### src/rtl/fp_alu_pipe.sv
// fp_alu_pipe: pipelined IEEE-style add/sub/mul with valid/ready flow control.
// Operands are captured on accept, then S1 classifies/aligns/multiplies,
// S2 adds and normalises, S3 saturates/flushes and packs the output registers.
module fp_alu_pipe #(
    parameter int EXP_W = 8,
    parameter int MAN_W = 23,
    parameter int TAG_W = 4,
    localparam int W = 1 + EXP_W + MAN_W
) (
    input  logic             clk,
    input  logic             rst,
    input  logic             in_valid,
    output logic             in_ready,
    input  logic [W-1:0]     x,
    input  logic [W-1:0]     y,
    input  logic [1:0]       op,
    input  logic [TAG_W-1:0] in_tag,
    output logic             out_valid,
    input  logic             out_ready,
    output logic [W-1:0]     result,
    output logic             overflow,
    output logic             underflow,
    output logic             illegal,
    output logic [TAG_W-1:0] out_tag
);
    localparam int M   = MAN_W + 1;       // mantissa with hidden bit
    localparam int A   = M + 3;           // aligned mantissa with guard/round/sticky
    localparam int S   = A + 1;           // sum with carry
    localparam int XW  = EXP_W + 2;       // signed working exponent
    localparam int LZW = $clog2(S) + 1;
    localparam logic [EXP_W-1:0]     EXP_ONES = '1;
    localparam logic signed [XW-1:0] BIAS_X   = XW'((1 << (EXP_W - 1)) - 1);
    localparam logic signed [XW-1:0] EXP_MAX  = XW'((1 << EXP_W) - 1);
    localparam logic signed [XW-1:0] EXP_ZERO = '0;

    typedef enum logic [1:0] {OP_ADD = 2'b00, OP_SUB = 2'b01, OP_MUL = 2'b10, OP_ILL = 2'b11} op_e;
    typedef enum logic [1:0] {K_SPEC, K_ADD, K_MUL} kind_e;

    logic w_advance;
    assign w_advance = !out_valid || out_ready;
    assign in_ready  = w_advance;

    // ---------------- operand capture rank ----------------
    logic             r_in_valid, r_s1_valid, r_s2_valid;
    logic [W-1:0]     r_in_x, r_in_y;
    op_e              r_in_op;
    logic [TAG_W-1:0] r_in_tag, r_s1_tag, r_s2_tag;

    // Stage valid bits: the whole pipe shifts together only when the output can move.
    // NOTE: sequential state uses non-blocking assignments so all stages update from pre-edge values.
    always_ff @(posedge clk) begin
        if (rst) begin
            r_in_valid <= 1'b0;
            r_s1_valid <= 1'b0;
            r_s2_valid <= 1'b0;
        end else if (w_advance) begin
            r_in_valid <= in_valid;
            r_s1_valid <= r_in_valid;
            r_s2_valid <= r_s1_valid;
        end
    end

    // Capture operands, op and tag on accept.
    // NOTE: datapath registers have no reset; the valid bits alone qualify their contents.
    always_ff @(posedge clk) begin
        if (w_advance) begin
            r_in_x   <= x;
            r_in_y   <= y;
            r_in_op  <= op_e'(op);
            r_in_tag <= in_tag;
        end
    end

    // ---------------- S1: unpack, classify, align / multiply ----------------
    logic             w_xs, w_ys, w_ys_eff, w_x_zero, w_y_zero, w_x_inf, w_y_inf, w_x_big;
    logic [EXP_W-1:0] w_xe, w_ye, w_big_e, w_diff;
    logic [MAN_W-1:0] w_xf, w_yf;
    logic [A-1:0]     w_big_m, w_small_m, w_shifted;
    logic             w_sticky;

    assign w_xs      = r_in_x[W-1];
    assign w_ys      = r_in_y[W-1];
    assign w_xe      = r_in_x[W-2 -: EXP_W];
    assign w_ye      = r_in_y[W-2 -: EXP_W];
    assign w_xf      = r_in_x[MAN_W-1:0];
    assign w_yf      = r_in_y[MAN_W-1:0];
    assign w_ys_eff  = w_ys ^ (r_in_op == OP_SUB);
    assign w_x_zero  = (w_xe == '0);
    assign w_y_zero  = (w_ye == '0);
    assign w_x_inf   = (w_xe == EXP_ONES);
    assign w_y_inf   = (w_ye == EXP_ONES);
    assign w_x_big   = (r_in_x[W-2:0] >= r_in_y[W-2:0]);
    assign w_big_e   = w_x_big ? w_xe : w_ye;
    assign w_diff    = w_x_big ? (w_xe - w_ye) : (w_ye - w_xe);
    assign w_big_m   = {1'b1, (w_x_big ? w_xf : w_yf), 3'b000};
    assign w_small_m = {1'b1, (w_x_big ? w_yf : w_xf), 3'b000};
    assign w_shifted = w_small_m >> w_diff;
    assign w_sticky  = |(w_small_m & ~({A{1'b1}} << w_diff));

    kind_e                 w1_kind;
    logic                  w1_sign, w1_sub, w1_ovf, w1_ill;
    logic signed [XW-1:0]  w1_exp;
    logic [A-1:0]          w1_ma, w1_mb;
    logic [W-1:0]          w1_res;

    // Special-case resolution and operand preparation for the arithmetic paths.
    // NOTE: every output gets a default first so no path can infer a latch.
    always_comb begin
        w1_kind = K_SPEC;
        w1_sign = 1'b0;
        w1_sub  = 1'b0;
        w1_exp  = '0;
        w1_ma   = '0;
        w1_mb   = '0;
        w1_res  = '0;
        w1_ovf  = 1'b0;
        w1_ill  = 1'b0;
        case (r_in_op)
            OP_ILL: w1_ill = 1'b1;
            OP_MUL: begin
                if (w_x_inf || w_y_inf) begin
                    w1_res = {w_xs ^ w_ys, EXP_ONES, {MAN_W{1'b0}}};
                    w1_ovf = 1'b1;
                end else if (w_x_zero || w_y_zero) begin
                    w1_res = {w_xs ^ w_ys, {(W-1){1'b0}}};
                end else begin
                    w1_kind = K_MUL;
                    w1_sign = w_xs ^ w_ys;
                    w1_exp  = {2'b00, w_xe} + {2'b00, w_ye} - BIAS_X;
                end
            end
            default: begin
                if (w_x_inf) begin
                    w1_res = {w_xs, EXP_ONES, {MAN_W{1'b0}}};
                    w1_ovf = 1'b1;
                end else if (w_y_inf) begin
                    w1_res = {w_ys_eff, EXP_ONES, {MAN_W{1'b0}}};
                    w1_ovf = 1'b1;
                end else if (w_x_zero && w_y_zero) begin
                    w1_res = {w_xs & w_ys_eff, {(W-1){1'b0}}};
                end else if (w_x_zero) begin
                    w1_res = {w_ys_eff, r_in_y[W-2:0]};
                end else if (w_y_zero) begin
                    w1_res = r_in_x;
                end else begin
                    w1_kind = K_ADD;
                    w1_sign = w_x_big ? w_xs : w_ys_eff;
                    w1_sub  = w_xs ^ w_ys_eff;
                    w1_exp  = {2'b00, w_big_e};
                    w1_ma   = w_big_m;
                    w1_mb   = w_shifted | A'(w_sticky);
                end
            end
        endcase
    end

    kind_e                r_s1_kind;
    logic                 r_s1_sign, r_s1_sub, r_s1_ovf, r_s1_ill;
    logic signed [XW-1:0] r_s1_exp;
    logic [A-1:0]         r_s1_ma, r_s1_mb;
    logic [M:0]           r_s1_prod;   // top M+1 bits of the mantissa product
    logic [W-1:0]         r_s1_res;

    // S1 register: prepared operands plus the truncated mantissa product.
    always_ff @(posedge clk) begin
        if (w_advance) begin
            r_s1_kind <= w1_kind;
            r_s1_sign <= w1_sign;
            r_s1_sub  <= w1_sub;
            r_s1_exp  <= w1_exp;
            r_s1_ma   <= w1_ma;
            r_s1_mb   <= w1_mb;
            r_s1_prod <= (M+1)'(({{M{1'b0}}, 1'b1, w_xf} * {{M{1'b0}}, 1'b1, w_yf}) >> (M - 1));
            r_s1_res  <= w1_res;
            r_s1_ovf  <= w1_ovf;
            r_s1_ill  <= w1_ill;
            r_s1_tag  <= r_in_tag;
        end
    end

    // ---------------- S2: add mantissas and normalise ----------------
    logic [S-1:0]   w_sum, w_norm;
    logic [LZW-1:0] w_lz;

    assign w_sum  = r_s1_sub ? ({1'b0, r_s1_ma} - {1'b0, r_s1_mb})
                             : ({1'b0, r_s1_ma} + {1'b0, r_s1_mb});
    assign w_norm = w_sum << w_lz;

    // Leading-zero count of the sum (highest set bit wins).
    always_comb begin
        w_lz = '0;
        for (int i = 0; i < S; i++) begin
            if (w_sum[i]) w_lz = LZW'(S - 1 - i);
        end
    end

    logic                 w2_special, w2_ovf, w2_ill;
    logic signed [XW-1:0] w2_exp;
    logic [MAN_W-1:0]     w2_frac;
    logic [W-1:0]         w2_res;

    // Normalise the add or multiply result; exact cancellation becomes +0.
    always_comb begin
        w2_special = 1'b1;
        w2_res     = r_s1_res;
        w2_ovf     = r_s1_ovf;
        w2_ill     = r_s1_ill;
        w2_exp     = r_s1_exp;
        w2_frac    = '0;
        case (r_s1_kind)
            K_ADD: begin
                if (w_sum == '0) begin
                    w2_res = '0;
                end else begin
                    w2_special = 1'b0;
                    w2_exp     = r_s1_exp + XW'(1) - XW'(w_lz);
                    w2_frac    = MAN_W'(w_norm >> (S - M));
                end
            end
            K_MUL: begin
                w2_special = 1'b0;
                if (r_s1_prod[M]) begin
                    w2_exp  = r_s1_exp + XW'(1);
                    w2_frac = r_s1_prod[M-1:1];
                end else begin
                    w2_frac = r_s1_prod[M-2:0];
                end
            end
            default: ;
        endcase
    end

    logic                 r_s2_special, r_s2_sign, r_s2_ovf, r_s2_ill;
    logic signed [XW-1:0] r_s2_exp;
    logic [MAN_W-1:0]     r_s2_frac;
    logic [W-1:0]         r_s2_res;

    // S2 register: normalised sign/exponent/fraction or a finished special result.
    always_ff @(posedge clk) begin
        if (w_advance) begin
            r_s2_special <= w2_special;
            r_s2_sign    <= r_s1_sign;
            r_s2_exp     <= w2_exp;
            r_s2_frac    <= w2_frac;
            r_s2_res     <= w2_res;
            r_s2_ovf     <= w2_ovf;
            r_s2_ill     <= w2_ill;
            r_s2_tag     <= r_s1_tag;
        end
    end

    // ---------------- S3: range check and pack ----------------
    // Output registers: saturate/flush out-of-range exponents; bubbles load zeros.
    always_ff @(posedge clk) begin
        if (rst) begin
            out_valid <= 1'b0;
            result    <= '0;
            overflow  <= 1'b0;
            underflow <= 1'b0;
            illegal   <= 1'b0;
            out_tag   <= '0;
        end else if (w_advance) begin
            out_valid <= r_s2_valid;
            out_tag   <= r_s2_valid ? r_s2_tag : '0;
            result    <= '0;
            overflow  <= 1'b0;
            underflow <= 1'b0;
            illegal   <= 1'b0;
            if (r_s2_valid) begin
                if (r_s2_special) begin
                    result   <= r_s2_res;
                    overflow <= r_s2_ovf;
                    illegal  <= r_s2_ill;
                end else if (r_s2_exp >= EXP_MAX) begin
                    result   <= {r_s2_sign, EXP_ONES, {MAN_W{1'b0}}};
                    overflow <= 1'b1;
                end else if (r_s2_exp <= EXP_ZERO) begin
                    result    <= {r_s2_sign, {(W-1){1'b0}}};
                    underflow <= 1'b1;
                end else begin
                    result <= {r_s2_sign, r_s2_exp[EXP_W-1:0], r_s2_frac};
                end
            end
        end
    end
endmodule

### config.mk
export PLATFORM = sky130hd
export DESIGN_NAME = fp_alu_pipe
export DESIGN_NICKNAME = d
export VERILOG_FILES = /design/src/rtl/fp_alu_pipe.sv
export SDC_FILE = /design/constraint.sdc
export NUM_CORES = 2
export LEC_CHECK = 0
export CAP_MARGIN = 20
export CELL_PAD_IN_SITES_DETAIL_PLACEMENT = 0
export CELL_PAD_IN_SITES_GLOBAL_PLACEMENT = 2
export CORE_MARGIN = 2
export CORE_UTILIZATION = 45
export DETAILED_ROUTE_END_ITERATION = 8
export PLACE_DENSITY = 0.85
export SLEW_MARGIN = 25
export SYNTH_ARGS = -nofsm -noshare
export SYNTH_HDL_FRONTEND = slang
export SYNTH_SLANG_ARGS = --single-unit
### constraint.sdc
create_clock -name clk -period 26.2 [get_ports clk]
set_clock_uncertainty 0.2 [all_clocks]
set_input_delay 6.55 -clock clk [delete_from_list [all_inputs] [get_ports clk]]
set_output_delay 6.55 -clock clk [all_outputs]
set_load 0.005 [all_outputs]
# Word-level counts from Yosys, hierarchy flattened
# Cells that the tools add are included.
dict set report word_totals {
  reg_bits 317
  wordCells 170
}
dict set report op_classes {
  addsub 9
  n_mul 1
  n_lt_le_gt_ge 3
  eq_ne 7
  shift 3
  mux 96
  bitwise 7
  n_reduce_logical 11
}
# operator n
set op_table {}
lappend op_table {{$mux W32} 11}
lappend op_table {{$mux W6} 27}
lappend op_table {{$mux W23} 4}
lappend op_table {{$pmux W32 S2} 1}
lappend op_table {{$mux W31} 2}
lappend op_table {{$mux W8} 7}
lappend op_table {{$mul A24 B24 Y48} 1}
lappend op_table {{$pmux W23 S2} 1}
lappend op_table {{$mux W10} 4}
lappend op_table {{$pmux W10 S2} 2}
lappend op_table {{$ge A31 B31 Y1} 1}
lappend op_table {{$add A27 B27 Y28} 1}
lappend op_table {{$logic_not A28 Y1} 1}
lappend op_table {{$mux W28} 1}
lappend op_table {{$shl A28 B6 Y27} 1}
lappend op_table {{$sub A27 B27 Y28} 1}
lappend op_table {{$and A27 B27 Y27} 1}
lappend op_table {{$mux W1} 27}
lappend op_table {{$mux W27} 1}
lappend op_table {{$not A27 Y27} 1}
lappend op_table {{$or A27 B1 Y27} 1}
lappend op_table {{$reduce_or A27 Y1} 1}
lappend op_table {{$shl A27 B8 Y27 const A} 1}
lappend op_table {{$shr A27 B8 Y27} 1}
lappend op_table {{24 further kinds} 37}

# Depth between registers and ports, before layout
dict set report logic_depth {
  depth_word 33
  ltp_mapped 39
}

# Least setup slack after synthesis
# OpenSTA, ideal clock, no wires.
dict set report synth_path {
  path_type {input to output}
  from {input port out_ready}
  to {output port in_ready}
  arrival_time_ps 14373
  required_ps 19450
  slack_ps 5077
  cell_stages 4
  n_path_buf 2
  cell_sequence {nor2b_1 > clkbuf_1 > inv_1 > clkbuf_1}
}
dict set report synth_via {
  elab_chain_len 1
}
# item line_no
set synth_rtl {}
lappend synth_rtl {{start, declared} 19} ;# input logic out_ready,
lappend synth_rtl {{$logic_or A1 B1 Y1} 40} ;# assign w_advance = !out_valid || out_ready;
lappend synth_rtl {{end, declared} 13} ;# output logic in_ready,
# Every way passes these cells.

# Worst setup path after layout
# Same ends and word-level chain as after synthesis.

==> summary.txt <==
Status
  • Outcome: complete, no violations

Floorplan
  • Die ar.: 0.0885 mm^2
  • IO Count: 115
  • Chip height: between 200 and 300 um
  • Initial Util: 0.455
  • Width of the die: just under 300 um
  • Row cnt: 107
  • Core area: approximately 0.085 mm^2

STA
  • Final Hold Fails: 0
  • Setup-failing EPs final: 0
  • Unrepaired setup endpoints after global routing: no
  • Period utilization: 0.578
  • Final Max Tran Viols: 0
  • Worst Tran Pin Value: 0.983 ns
  • Period minus WS final: 15.15 ns
  • Setup TNS: 0 ns
  • Highest Clock Rate: 66.0 MHz
  • Slew margin rel.: 0.338

Critical path
  • FF-to-FF setup slack: 16.65 ns
  • Cells along the critical path: clkdlybuf4s50_1 > nor2b_4 > buf_4 > inv_8 > clkdlybuf4s50_1
  • FF-to-FF path depth: 25
  • Reg2Reg Capture Point: r_s1_prod[24]
  • Worst setup path class: input pin to output pin
  • Cell mode on critical path: clkdlybuf4s50_1
  • Crit end category: output pin
  • Worst r2r src: r_in_x[22]
  • Crit Path Max Fanout: 44
  • Slowest CP cell: clkdlybuf4s50_1
  • Worst EP required: 19.45 ns
  • Crit path launch type: input pin
  • Worst path arrival time: 8.40 ns
  • CP peak stage delay: 0.55 ns

Cells and area
  • Area Overhead vs Synth: 9.38%
  • Multi-input gate area: 0.0264 mm^2
  • Share of cells above drive strength 1: 0.0608
  • Nets: 4995
  • Filler cell count: 8145
  • Reg area: about 0.009 mm^2

Synthesis
  • Most common cell in the netlist: inv_1
  • Mapped Area: 0.0388 mm^2
  • Post-synth net total: 5005
  • Yosys top cell by area: fa_1
  • Number of enable flip-flop cells after synthesis: 271
  • Register area share after synthesis: 0.232
  • Post-synth top cells: inv_1, nand2_1, fa_1
  • FF+latch count, synth: 314
  • Yosys cell types: 117
  • Top cells by area, synth: fa_1, edfxtp_1, ha_1
  • Mapped Avg Cell Area: slightly above 9 um^2
  • Share of the synthesized area in the top cell type: 0.250
  • Asr flop ratio synth: 0
  • Top_reg_cell synth: edfxtp_1
  • Mapped Cells: 4155
  • Synth Warn #: 0

Clocking
  • Clock Sinks: between 300 and 400
  • CTS buffer count: 40
  • Root buffer cell: clkbuf_16
  • Setup Buffers After CTS: 0
  • Bufs on Longest Clock Path: 3
  • TritonCTS clock tree: done
  • Clock latency on the worst-skew pair: roughly 0.62 ns
  • Hold buffers post-CTS: 0
  • Resized cells post-CTS: 0
  • H-tree depth: 2
  • Worst-path clk slew: 0.06 ns

Detailed routing
  • Vias: roughly 30000
  • Starting DRT DRC Count: 2268
  • DR vias/cell: 5.60
  • Routed WL: roughly 120 mm
  • Routed Antenna Nets: 0
  • Drc violations: 0
  • Pre-antenna DRT Iters: 5
  • DR WL/cell: 22.9 um

Run
  • # Max-Cap Violations: 0

Place
  • DP HPWL: 86.6 mm
  • Port bufs: between 100 and 150
  • Final Wtd Congestion: 0.915

Global routing
  • Number of global-route vias before repair: 30000
  • First-pass GRT wire length: 187 mm
  • GRT Util Overall: 0.277
  • Largest net degree at the start of global routing: 90
  • Initial antenna violation count: 3
  • Global route overflow: 0

Hold path
  • Hold WC Path Type: flop to flop
  • Worst hold start: r_s1_ovf
  • Worst Hold Depth: 0
  • Hold endpoint: r_s2_ovf
==> registers in the layout (all words and copies together) (netlist names), 2 cells and up <==
signal	count
out_tag	4
r_in_op	2
r_in_tag	4
r_in_x	32
r_in_y	32
r_s1_exp	10
r_s1_kind	2
r_s1_ma	24
r_s1_mb	27
r_s1_prod	25
r_s1_res	32
r_s1_tag	4
r_s2_exp	10
r_s2_frac	23
r_s2_res	32
r_s2_tag	4
result	32
==> through the flow <==
step / instance area [um^2] / hold WS (ns) / instances / setup WS [ns] / util
3_5_place_dp: 41000 / 0.205 / 5247 / 11.05 / 0.481
4_1_cts: 42400 / 0.206 / 5321 / 11.05 / 0.497
2_1_floorplan: 38800 / 0.200 / 4155 / 5.08 / -
6_report: 42400 / 0.209 / 5322 / 11.05 / 0.497
3_3_place_gp: 41000 / 0.202 / 5247 / 11.07 / 0.481
5_1_grt: 42400 / 0.225 / 5321 / 10.97 / 0.497
==> routing by layer <==
layer | track usage | vias to the layer above | part of all wire
li1 | - | 13700 | -
met1 | 0.386 | 15000 | 0.44
met2 | 0.454 | 931 | 0.47
met3 | 0.0362 | 190 | 0.061
met4 | 0.0740 | 2 | 0.027
met5 | 0 | - | 0.000099
==> cell families after synthesis <==
| logic type | Yosys count | share of synthesized area |
|---|---|---|
| compound gates | 668 | 0.119 |
| xor+xnor | 83 | 0.0189 |
| fa+ha+maj | 776 | 0.344 |
| buf+inv | 904 | 0.0893 |
| flops | 314 | 0.232 |
| mux | 144 | 0.0417 |
| simple gates | 1266 | 0.155 |
==> critical path: cells and delay by family <==
family | cells | cell delay (ns)
buffers and inverters | 4 | 1.64
and+or+nand+nor | 1 | 0.11
==> cell type report <==
cell class | instances | share of cell area
antenna | 1 | 0.0000590
timing repair buffer | 193 | 0.0410
tap | 1144 | 0.0337
clock buffer | 49 | 0.0251
clock inverter | 25 | 0.00764
inverter | 659 | 0.0586
sequential | 314 | 0.212
multi-input combinational | 2937 | 0.622
==> placed cells by master, fill, tap and decap left out, types with 22 or more instances in the layout <==
cell               n
o21a_1            26
clkbuf_16         41
ha_1             291
mux2_2            30
nand3_1           34
a21oi_1          208
inv_1            653
nor4_1            22
mux2i_1           99
a22oi_1           40
fa_1             485
nand2b_1          25
nor2b_1           45
nand4_1           28
a211oi_1          31
o22ai_1           23
xnor2_1           62
nor3_1            46
edfxtp_1         271
nor2_1           260
a21o_1            46
buf_4             78
dfxtp_1           43
nand2_1          513
and2_1           208
clkdlybuf4s50_1  114
o21ai_0           82
==> how the worst max path moves through the flow <==
stage	end	slack (ns)	depth (start not counted)	start
after detailed placement	in_ready	11.05	5	out_ready
after global routing	in_ready	10.97	5	out_ready
after floorplan	in_ready	5.08	4	out_ready
final	in_ready	11.05	5	out_ready
after CTS	in_ready	11.05	5	out_ready
after global placement	in_ready	11.07	5	out_ready
Power is left out: the tool's default activity adds up to more than one toggle a clock period on the data nets, which glitch-free logic cannot reach.
